--- config.mk ---
export PLATFORM = sky130hd
export DESIGN_NAME = fetch_unit_flat
export DESIGN_NICKNAME = d
export VERILOG_FILES = /design/src/rtl/fetch_unit_if.sv /design/src/rtl/fetch_unit.sv /design/src/flat_wrapper.sv
export SDC_FILE = /design/constraint.sdc
export NUM_CORES = 1
export LEC_CHECK = 0
export ABC_AREA = 1
export BUFFER_PORTS_ARGS = -buffer_cell sky130_fd_sc_hd__buf_2
export CELL_PAD_IN_SITES_DETAIL_PLACEMENT = 0
export CELL_PAD_IN_SITES_GLOBAL_PLACEMENT = 2
export CORE_MARGIN = 2
export CORE_UTILIZATION = 32
export CTS_BUF_LIST = sky130_fd_sc_hd__clkbuf_16
export DETAILED_ROUTE_END_ITERATION = 6
export GPL_ROUTABILITY_DRIVEN = 0
export PLACE_DENSITY = 0.86
export RECOVER_POWER = 100
export SETUP_SLACK_MARGIN = 0.3
export SYNTH_ARGS = -nofsm -noshare
export SYNTH_HDL_FRONTEND = slang
export SYNTH_SLANG_ARGS = --single-unit
export TNS_END_PERCENT = 10
--- constraint.sdc ---
create_clock -name clk -period 2 [get_ports clk]
set_input_delay 0.3 -clock clk [delete_from_list [all_inputs] [get_ports clk]]
set_output_delay 0.3 -clock clk [all_outputs]
set_load 0.02 [all_outputs]
--- src/rtl/fetch_unit_if.sv ---
// Fetch unit bundle: imem req/ack, the registered IF/ID output pair and the redirect/stall controls.
// FetchCount exists only when FETCH_FETCHCNT_EN is defined.
interface fetch_unit_if #(
  parameter int ADDR_W = 32
);
  logic              ImemReq;
  logic [ADDR_W-1:0] ImemAddr;
  logic              ImemAck;
  logic [31:0]       ImemData;
  logic              Stall;
  logic              BranchTaken;
  logic [ADDR_W-1:0] BranchTarget;
  logic [ADDR_W-1:0] AddOut;
  logic [31:0]       InstrOut;
  logic              InstrValid;
`ifdef FETCH_FETCHCNT_EN
  logic [31:0]       FetchCount;
`endif

  modport master (
    output ImemReq, ImemAddr, AddOut, InstrOut, InstrValid,
    input  ImemAck, ImemData, Stall, BranchTaken, BranchTarget
`ifdef FETCH_FETCHCNT_EN
    , output FetchCount
`endif
  );

  modport slave (
    input  ImemReq, ImemAddr, AddOut, InstrOut, InstrValid,
    output ImemAck, ImemData, Stall, BranchTaken, BranchTarget
`ifdef FETCH_FETCHCNT_EN
    , input FetchCount
`endif
  );
endinterface

--- src/rtl/fetch_unit.sv ---
// Instruction fetch (IF/ID writer): one outstanding imem req/ack, ack-to-output latency 1 cycle.
// Stall holds outputs (a word acked under stall is parked in HOLD); BranchTaken flushes; FETCH_FETCHCNT_EN adds FetchCount.
module fetch_unit #(
  parameter int                ADDR_W   = 32,
  parameter logic [ADDR_W-1:0] RESET_PC = '0,
  parameter int                PC_STEP  = 4
) (
  input  logic         clk,
  input  logic         rst_n,
  fetch_unit_if.master bus
);
  typedef enum logic [1:0] {FETCH, HOLD, DROP} state_t;

  state_t            state;
  logic [ADDR_W-1:0] pc, drop_addr, add_q, buf_add;
  logic [31:0]       instr_q, buf_instr;
  logic              vld_q, req_q;

  logic              ack;
  logic [ADDR_W-1:0] pc_inc, target;

  // Acks seen while no request is raised (including the first cycle out of reset) are ignored.
  assign ack    = bus.ImemAck & req_q;
  assign pc_inc = pc + ADDR_W'(PC_STEP);
  assign target = bus.BranchTarget & ~ADDR_W'(3);

  assign bus.ImemReq    = req_q;
  assign bus.ImemAddr   = (state == DROP) ? drop_addr : pc;
  assign bus.AddOut     = add_q;
  assign bus.InstrOut   = instr_q;
  assign bus.InstrValid = vld_q;

  always_ff @(posedge clk or negedge rst_n) begin
    if (!rst_n) begin
      state     <= FETCH;
      pc        <= RESET_PC;
      drop_addr <= '0;
      add_q     <= '0;
      buf_add   <= '0;
      instr_q   <= '0;
      buf_instr <= '0;
      vld_q     <= 1'b0;
      req_q     <= 1'b0;
    end else if (bus.BranchTaken) begin
      vld_q <= 1'b0;
      pc    <= target;
      req_q <= 1'b1;
      case (state)
        // An un-acked request must still complete at its original address before refetching.
        FETCH:   if (req_q && !ack) begin
                   drop_addr <= pc;
                   state     <= DROP;
                 end
        HOLD:    state <= FETCH;
        default: state <= DROP;
      endcase
    end else begin
      case (state)
        FETCH: begin
          if (ack && bus.Stall) begin
            buf_instr <= bus.ImemData;
            buf_add   <= pc_inc;
            pc        <= pc_inc;
            req_q     <= 1'b0;
            state     <= HOLD;
          end else begin
            req_q <= 1'b1;
            if (ack) begin
              instr_q <= bus.ImemData;
              add_q   <= pc_inc;
              vld_q   <= 1'b1;
              pc      <= pc_inc;
            end else if (!bus.Stall) begin
              vld_q <= 1'b0;
            end
          end
        end
        HOLD: begin
          if (!bus.Stall) begin
            instr_q <= buf_instr;
            add_q   <= buf_add;
            vld_q   <= 1'b1;
            req_q   <= 1'b1;
            state   <= FETCH;
          end
        end
        default: begin
          vld_q <= 1'b0;
          if (ack) state <= FETCH;
        end
      endcase
    end
  end

`ifdef FETCH_FETCHCNT_EN
  logic        deliver;
  logic [31:0] fetch_cnt;

  assign deliver = !bus.BranchTaken && !bus.Stall &&
                   (((state == FETCH) && ack) || (state == HOLD));

  always_ff @(posedge clk or negedge rst_n) begin
    if (!rst_n)       fetch_cnt <= '0;
    else if (deliver) fetch_cnt <= fetch_cnt + 32'd1;
  end

  assign bus.FetchCount = fetch_cnt;
`endif
endmodule

--- src/flat_wrapper.sv ---
// flat-port wrapper written by rule: the top's interface ports become plain ports
module fetch_unit_flat 
#(
  parameter int                ADDR_W   = 32,
  parameter logic [ADDR_W-1:0] RESET_PC = '0,
  parameter int                PC_STEP  = 4
)
  (clk, rst_n, bus_ImemReq, bus_ImemAddr, bus_AddOut, bus_InstrOut, bus_InstrValid, bus_ImemAck, bus_ImemData, bus_Stall, bus_BranchTaken, bus_BranchTarget);
  fetch_unit_if #(.ADDR_W(ADDR_W)) bus_i ();
  input  logic clk;
  input  logic rst_n;
  output wire logic [$bits(bus_i.ImemReq)-1:0] bus_ImemReq;
  output wire logic [$bits(bus_i.ImemAddr)-1:0] bus_ImemAddr;
  output wire logic [$bits(bus_i.AddOut)-1:0] bus_AddOut;
  output wire logic [$bits(bus_i.InstrOut)-1:0] bus_InstrOut;
  output wire logic [$bits(bus_i.InstrValid)-1:0] bus_InstrValid;
  input wire logic [$bits(bus_i.ImemAck)-1:0] bus_ImemAck;
  input wire logic [$bits(bus_i.ImemData)-1:0] bus_ImemData;
  input wire logic [$bits(bus_i.Stall)-1:0] bus_Stall;
  input wire logic [$bits(bus_i.BranchTaken)-1:0] bus_BranchTaken;
  input wire logic [$bits(bus_i.BranchTarget)-1:0] bus_BranchTarget;
  assign bus_ImemReq = bus_i.ImemReq;
  assign bus_ImemAddr = bus_i.ImemAddr;
  assign bus_AddOut = bus_i.AddOut;
  assign bus_InstrOut = bus_i.InstrOut;
  assign bus_InstrValid = bus_i.InstrValid;
  assign bus_i.ImemAck = bus_ImemAck;
  assign bus_i.ImemData = bus_ImemData;
  assign bus_i.Stall = bus_Stall;
  assign bus_i.BranchTaken = bus_BranchTaken;
  assign bus_i.BranchTarget = bus_BranchTarget;
  fetch_unit #(.ADDR_W(ADDR_W), .RESET_PC(RESET_PC), .PC_STEP(PC_STEP)) u_core (.clk(clk), .rst_n(rst_n), .bus(bus_i));
endmodule
==> key figures, run 1 <==
Outcome
  • Run status: finished clean

Pwr
  • Design internal power: 0.00944 W
  • Fraction of power consumed by combinational cells: 40.2%
  • Switching share of power: 43.3%
  • Clock share of power: 21.6%
  • Areal power density over the cells: 1460 nW/um^2
  • Leak pwr: 5.50 nW
  • Sw Pwr: 0.00720 W
  • Flop pwr share: 38.2%
  • Maximum VDD drop: 0.600 mV
  • Total power consumption of the routed design: 0.0166 W

Synth
  • Asr flop ratio synth: 100%
  • Mean instance size in the synthesized netlist: 7.71 sq um
  • Count of flip-flops with a built-in enable after synthesis: 0
  • Cell with the most instances after synthesis: sky130_fd_sc_hd__nand2_1
  • Cell type contributing the most total cell area after synthesis: sky130_fd_sc_hd__dfrtp_1
  • Synth warn: 0
  • Most frequently used flop master after synthesis: sky130_fd_sc_hd__dfrtp_1
  • Unique cell type count in the Yosys netlist: 30
  • Syn Inst Count: 1182
  • Most numerous cell types in the synthesized netlist: sky130_fd_sc_hd__nand2_1 (461), sky130_fd_sc_hd__dfrtp_1 (188), sky130_fd_sc_hd__nor2_1 (120)
  • Total of flip-flops plus latches after synthesis: 188
  • Register area share after synthesis: 51.6%
  • Syn Std Cell Area: 9110 sq um
  • Fraction of synthesized cell area taken by the top area cell type: 51.6%
  • Top cells by area, synth: sky130_fd_sc_hd__dfrtp_1 (52%), sky130_fd_sc_hd__nand2_1 (19%), sky130_fd_sc_hd__nor2_1 (4.9%), sky130_fd_sc_hd__o21ai_0 (3.5%), sky130_fd_sc_hd__a21oi_1 (3.3%)

Final layout
  • Area growth, synth to finish: 25.1%
  • Layout Nets: 1420
  • Share of final-layout standard cells stronger than drive strength 1: 16.4%
  • Post-Route Utilization: 40.8%

Worst setup path
  • Critical-path maximum fanout: 15
  • Worst Setup SP: u_core.state[0]
  • Startpoint Class: flop
  • Reg-to-reg startpoint: u_core.state[0]
  • Kind of capture point of the worst setup path: output port
  • Signal arrival time at the worst endpoint: 1.62 ns
  • Type of the worst setup path: reg2out
  • Required time reported for the critical path endpoint: 1.70 ns
  • Worst reg-to-reg path cell count: 9

Timing
  • Final Hold Vio Count: 0
  • Time the final worst path needs with I/O delays and setup: 1.92 ns
  • Max Fclk: 0.520 GHz
  • Worst max-slew margin expressed relative to the limit: 34.9%
  • Setup_tns: 0 ns
  • Setup-violating endpoint count in the final report: 0
  • Worst Tran Pin Value: 0.977 ns
  • Final setup skew: 0.0127 ns
  • Share of the cycle needed by the critical path after routing: 96.1%
  • RSZ-0062 raised after global routing: true
  • Number of max-slew violations in the final report: 0

Clock network
  • Clock tree from TritonCTS: built
  • Clock latency reported for the late side of the worst-skew pair: 0.44 ns
  • Root buf cell: sky130_fd_sc_hd__clkbuf_16
  • Maximum buffer depth of the clock tree: 2
  • Clock transition at the register clock pins on the worst setup and hold paths after CTS: 0.09 ns
  • CTS buffer count: 17
  • # H-tree levels: 4
  • Clk sinks: 188

Routing
  • Number of nets still failing antenna checks after routing: 0
  • Remaining DRCs: 0
  • Initial DRC count: 542
  • Average via count per standard cell: 4.73
  • Total Wirelength: 28700 microns
  • Detailed-route via count: 8233
  • Router iterations before antenna repair: 5
  • Post-DR wirelength/cell: 16.5 microns

Die
  • Overall die height: 173 microns
  • Rows: 61
  • Starting density of the core: 32.6%
  • Full die area: 29900 sq um
  • Core area: 27900 sq um
  • Horiz. Die Dim: 173 microns
  • Num ports: 167

Global routing
  • Combined global-route utilization of all metal layers: 18.6%
  • Maximum number of pins on one net before global-route repair: 78
  • Number of antenna violations at the first check in global routing: 0
  • Wire length of the first global-routing pass: 43900 microns
  • Via count of the first global-routing pass: 7634
  • Aggregate global routing overflow: 0

Placement
  • HPWL after detailed placement: 18800 microns
  • Count of port buffers added during placement: 160

Hold path
  • Class of the most critical hold timing path: in2reg
  • Start point of the worst hold path: bus_ImemData[4]
  • Hold Path Depth: 3

Flow run
  • Count of max-cap constraint violations: 0
metal layers:
layer	track usage (%)	routed length, microns	vias up
li1	-	-	4119
met1	28.7	14600	3911
met2	27.7	12600	190
met3	2.70	1260	13
met4	3.71	258	0
met5	0	0	-
power groups by stage:
stage / clock, W / sequential [W] / combinational, W
2_1_floorplan: 0 / 0.00694 / 0.00344
3_3_place_gp: 0 / 0.00632 / 0.00620
3_5_place_dp: 0 / 0.00637 / 0.00626
4_1_cts: 0.00367 / 0.00633 / 0.00671
5_1_grt: 0.00380 / 0.00658 / 0.00743
6_report: 0.00359 / 0.00636 / 0.00669
sequential cells by signal, indices dropped and copies added, names as in the netlist, 2 cells and up:
signal	flops
u_core.state	2
u_core.buf_add	30
u_core.pc	30
u_core.drop_addr	30
u_core.bus.AddOut	30
u_core.bus.InstrOut	32
u_core.buf_instr	32
cells by family (layout without fill, tap and decap cells):
| logic type | count (synthesis) | in the layout | share of synthesized area [%] |
|---|---|---|---|
| AO/OA/AOI/OAI | 191 | 191 | 11.6 |
| XOR/XNOR | 8 | 8 | 0.769 |
| adder cells (fa/ha/maj) | 1 | 1 | 0.137 |
| buffers and inverters | 135 | 313 | 6.82 |
| flip-flops | 188 | 188 | 51.6 |
| other | 1 | 5 | 0.0411 |
| AND/OR/NAND/NOR | 658 | 658 | 29.0 |
layout by cell type, fill, tap and decap left out, types with 3 or more instances in the layout:
cell | synthesis | routed
sky130_fd_sc_hd__buf_4 | 8 | 25
sky130_fd_sc_hd__buf_6 | 7 | 8
sky130_fd_sc_hd__a21oi_2 | 0 | 10
sky130_fd_sc_hd__clkbuf_1 | 16 | 69
sky130_fd_sc_hd__nor2_4 | 6 | 7
sky130_fd_sc_hd__xor2_1 | 8 | 8
sky130_fd_sc_hd__nor2_1 | 120 | 113
sky130_fd_sc_hd__clkbuf_4 | 0 | 6
sky130_fd_sc_hd__clkbuf_2 | 0 | 17
sky130_fd_sc_hd__nand2_2 | 3 | 6
sky130_fd_sc_hd__and2_1 | 3 | 3
sky130_fd_sc_hd__o21ai_1 | 7 | 5
sky130_fd_sc_hd__o211ai_1 | 14 | 14
sky130_fd_sc_hd__dfrtp_1 | 188 | 186
sky130_fd_sc_hd__buf_2 | 26 | 67
sky130_fd_sc_hd__a31oi_1 | 39 | 39
sky130_fd_sc_hd__o21ai_2 | 1 | 3
sky130_fd_sc_hd__a21oi_4 | 0 | 5
sky130_fd_sc_hd__conb_1 | 1 | 4
sky130_fd_sc_hd__inv_12 | 0 | 3
sky130_fd_sc_hd__inv_1 | 66 | 68
sky130_fd_sc_hd__a21oi_1 | 60 | 45
sky130_fd_sc_hd__nand3_1 | 58 | 57
sky130_fd_sc_hd__buf_12 | 0 | 12
sky130_fd_sc_hd__clkinv_8 | 0 | 5
sky130_fd_sc_hd__nand2_1 | 461 | 456
sky130_fd_sc_hd__clkbuf_16 | 0 | 21
sky130_fd_sc_hd__nor2_2 | 3 | 9
sky130_fd_sc_hd__inv_6 | 0 | 6
sky130_fd_sc_hd__o21ai_0 | 64 | 64
worst max-delay path: stages (launching register included):
cell,delay (ns)
sky130_fd_sc_hd__dfrtp_2,0.46
sky130_fd_sc_hd__inv_4,0.09
sky130_fd_sc_hd__nand2_8,0.08
sky130_fd_sc_hd__buf_6,0.20
sky130_fd_sc_hd__a21oi_4,0.18
sky130_fd_sc_hd__buf_4,0.16
per-stage QoR:
stage / instances / hold slack [ns] / setup WS, ns / cell area [sq um]
floorplan: 1185 / 0.00441 / 0.359 / 9130
global placement: 1685 / 0.352 / 0.219 / 10400
detailed placement: 1685 / 0.360 / 0.192 / 10400
CTS: 1721 / 0.0505 / 0.0619 / 11200
global route: 1741 / 0.0507 / 0.0133 / 11400
finish: 1742 / 0.0651 / 0.0781 / 11400
timing repair:
action,CTS,global route
hold buffers,1,0
pin swaps,0,12
endpoints found under the setup margin,61,148
gates resized for setup,44,44
gates cloned,1,6
hold endpoints to repair,56,0
setup buffers,2,14
layout make-up:
class	instances	area, sq um
fillers	3000	16500
flip-flops and latches	188	4710
multi-input cells	862	3970
repair buffers	209	1350
well taps	378	473
clock buffers	17	425
inverters	72	278
clock inverters	15	196
diodes	1	2.50
final timing paths:
path | to | slack [ns]
max | bus_ImemAddr[22] | 0.08
min | u_core.buf_instr[4] | 0.07
max reg2reg | u_core.buf_add[11] | 0.10
min reg2reg | u_core.buf_instr[19] | 0.47
max in group asynchronous | u_core.drop_addr[14] | 0.32
min in group asynchronous | u_core.bus.AddOut[24] | 0.57
Power figures use the tool's default switching activity.
==> run 2, diff against run 1 <==
CORE_ASPECT_RATIO = 0.9   (was default)
SLEW_MARGIN = 20   (was default)
==> run 2 against run 1 <==
Effect of this change: critical path depth is the same; clock skew is 0.0082 ns higher; total power shrank 1.0%; first-iteration DRC count increased by 1.1%; via count rose by 1.2%; hold slack gained 0.012 ns; combinational power is essentially flat; largest cell class unchanged.
==> key figures, run 2 (synthesis results as in run 1) <==
Worst setup path
  • Worst reg-to-reg path cell count: 11
  • R2R Setup Slk: 0.12 ns
  • Critical-path maximum fanout: 15
  • Type of the worst setup path: reg2out
  • Kind of capture point of the worst setup path: output port
  • Sequence of cells on the critical path: inv_4 -> nand2_8 -> buf_6 -> a21oi_4 -> clkbuf_2
  • Reg-to-Reg End: u_core.bus.AddOut[26]
  • Max stage delay cell, worst path: sky130_fd_sc_hd__dfrtp_2
  • Signal arrival time at the worst endpoint: 1.62 ns
  • Buf+Inv Stages, Crit Path: 3
  • Worst Setup SP: u_core.state[0]
  • Startpoint Class: flop
  • Reg-to-reg startpoint: u_core.state[1]
  • Required time reported for the critical path endpoint: 1.70 ns
  • Family with the most delay on the worst path: buffers and inverters
  • Largest stage delay, worst path: 0.43 ns

Timing
  • Number of max-slew violations in the final report: 0
  • Worst Tran Pin Value: 0.929 ns
  • Setup-violating endpoint count in the final report: 0
  • RSZ-0062 raised after global routing: true
  • Final setup skew: 0.0209 ns
  • Share of the cycle needed by the critical path after routing: 95.9%
  • Max Fclk: 0.521 GHz
  • Setup_tns: 0 ns
  • Worst max-slew margin expressed relative to the limit: 38.0%
  • Final Hold Vio Count: 0
  • Time the final worst path needs with I/O delays and setup: 1.92 ns
  • WHS: 0.0766 ns

Clock network
  • Root buf cell: sky130_fd_sc_hd__clkbuf_16
  • # H-tree levels: 4
  • Clock latency reported for the late side of the worst-skew pair: 0.44 ns
  • Clock tree from TritonCTS: built
  • Maximum buffer depth of the clock tree: 2
  • Clk sinks: 188
  • Clock transition at the register clock pins on the worst setup and hold paths after CTS: 0.08 ns
  • CTS buffer count: 17

Placement
  • Placed instance count: 1671
  • Count of port buffers added during placement: 160
  • Total cell area at the placement stage: 10400 sq um
  • HPWL after detailed placement: 19100 microns

Routing
  • Post-DR wirelength/cell: 17.0 microns
  • Detailed-route via count: 8335
  • Number of nets still failing antenna checks after routing: 0
  • Remaining DRCs: 0
  • Initial DRC count: 548
  • Total Wirelength: 29300 microns
  • Average via count per standard cell: 4.84
  • Router iterations before antenna repair: 6

Die
  • Horiz. Die Dim: 182 microns
  • Rows: 58
  • Overall die height: 164 microns
  • Full die area: 29900 sq um
  • Core area: 28000 sq um
  • Starting density of the core: 32.5%
  • Num ports: 167

Hold path
  • Class of the most critical hold timing path: in2reg
  • Endpoint, Worst Hold: u_core.buf_instr[3]
  • Hold Path Depth: 3
  • Start point of the worst hold path: bus_ImemData[3]

Global routing
  • Aggregate global routing overflow: 0
  • Combined global-route utilization of all metal layers: 18.9%
  • Number of antenna violations at the first check in global routing: 0
  • Wire length of the first global-routing pass: 43900 microns
  • Maximum number of pins on one net before global-route repair: 63
  • Via count of the first global-routing pass: 7800

Final layout
  • Number of standard cells in the final layout excluding fillers: 1723
  • Share of final-layout standard cells stronger than drive strength 1: 17.1%
  • Most frequent standard cell in the layout excluding fill and tap cells: sky130_fd_sc_hd__nand2_1
  • Final Cell Area: 11300 sq um
  • Area growth, synth to finish: 23.6%
  • Number of antenna repair diodes: 0
  • Most used cells in the layout excluding fill and tap cells: sky130_fd_sc_hd__nand2_1 (455), sky130_fd_sc_hd__dfrtp_1 (185), sky130_fd_sc_hd__nor2_1 (107)
  • Post-Route Utilization: 40.2%
  • Layout Nets: 1420

Pwr
  • Leak pwr: 5.46 nW
  • Areal power density over the cells: 1460 nW/um^2
  • Maximum VDD drop: 0.670 mV

Flow run
  • Count of max-cap constraint violations: 0

Outcome
  • Run status: finished clean
[run 2: changes by cell type in the layout (fill, tap and decap cells not counted), sizes merged]
cell	before	now
buf	112	114
clkbuf	113	111
clkinv	5	7
clkinvlp	0	1
diode	1	0
inv	82	79
[run 2: tightest hold or removal path, delay by kind of cell]
| family | cells | cell delay (ns) |
|---|---|---|
| AND/OR/NAND/NOR | 2 | 0.10 |
| buffers and inverters | 1 | 0.09 |
[run 2: cell type report]
class                   instances  area, sq um
inverters                      72          280
fillers                      2992        16700
clock inverters                15          156
repair buffers                209         1280
multi-input cells             862         3970
clock buffers                  17          425
flip-flops and latches        188         4710
well taps                     360          450
[run 2: power breakdown]
group | internal [W] | switching, W | total [W]
combinational | 0.00225 | 0.00444 | 0.00669
sequential | 0.00541 | 0.000975 | 0.00639
clock | 0.00167 | 0.00172 | 0.00338
total | 0.00933 | 0.00713 | 0.0165
[run 2: worst max-delay path by stage]
stage	endpoint	slack, ns	depth (start not counted)
after floorplan	bus_ImemAddr[10]	0.36	5
after global placement	u_core.buf_add[18]	0.16	7
after detailed placement	u_core.buf_add[15]	0.11	7
after CTS	bus_ImemAddr[26]	0.08	5
after global routing	bus_ImemAddr[19]	0.02	5
final	bus_ImemAddr[9]	0.08	5
[run 2: stage by stage]
| stage | setup slack, ns | total power (W) |
|---|---|---|
| after floorplan | 0.359 | 0.0104 |
| after global placement | 0.156 | 0.0125 |
| after detailed placement | 0.105 | 0.0126 |
| after CTS | 0.0840 | 0.0166 |
| after global routing | 0.0186 | 0.0176 |
| final | 0.0815 | 0.0165 |
[run 2: layer usage]
metal	vias up	global-route usage, %	share of wire, %
met1	4028	27.9	50
met3	17	3.02	3.8
li1	4099	-	-
met4	0	3.78	0.80
met2	191	29.3	45
met5	-	0	0
[run 2: timing repair]
item                       4_1_cts  5_1_grt
buffers inserted                 2        8
hold buffers                     1        0
pin swaps                        1        9
setup endpoints to repair      112      179
gates resized for setup         36       65
hold endpoints to repair        53        0
cloned                           3        6
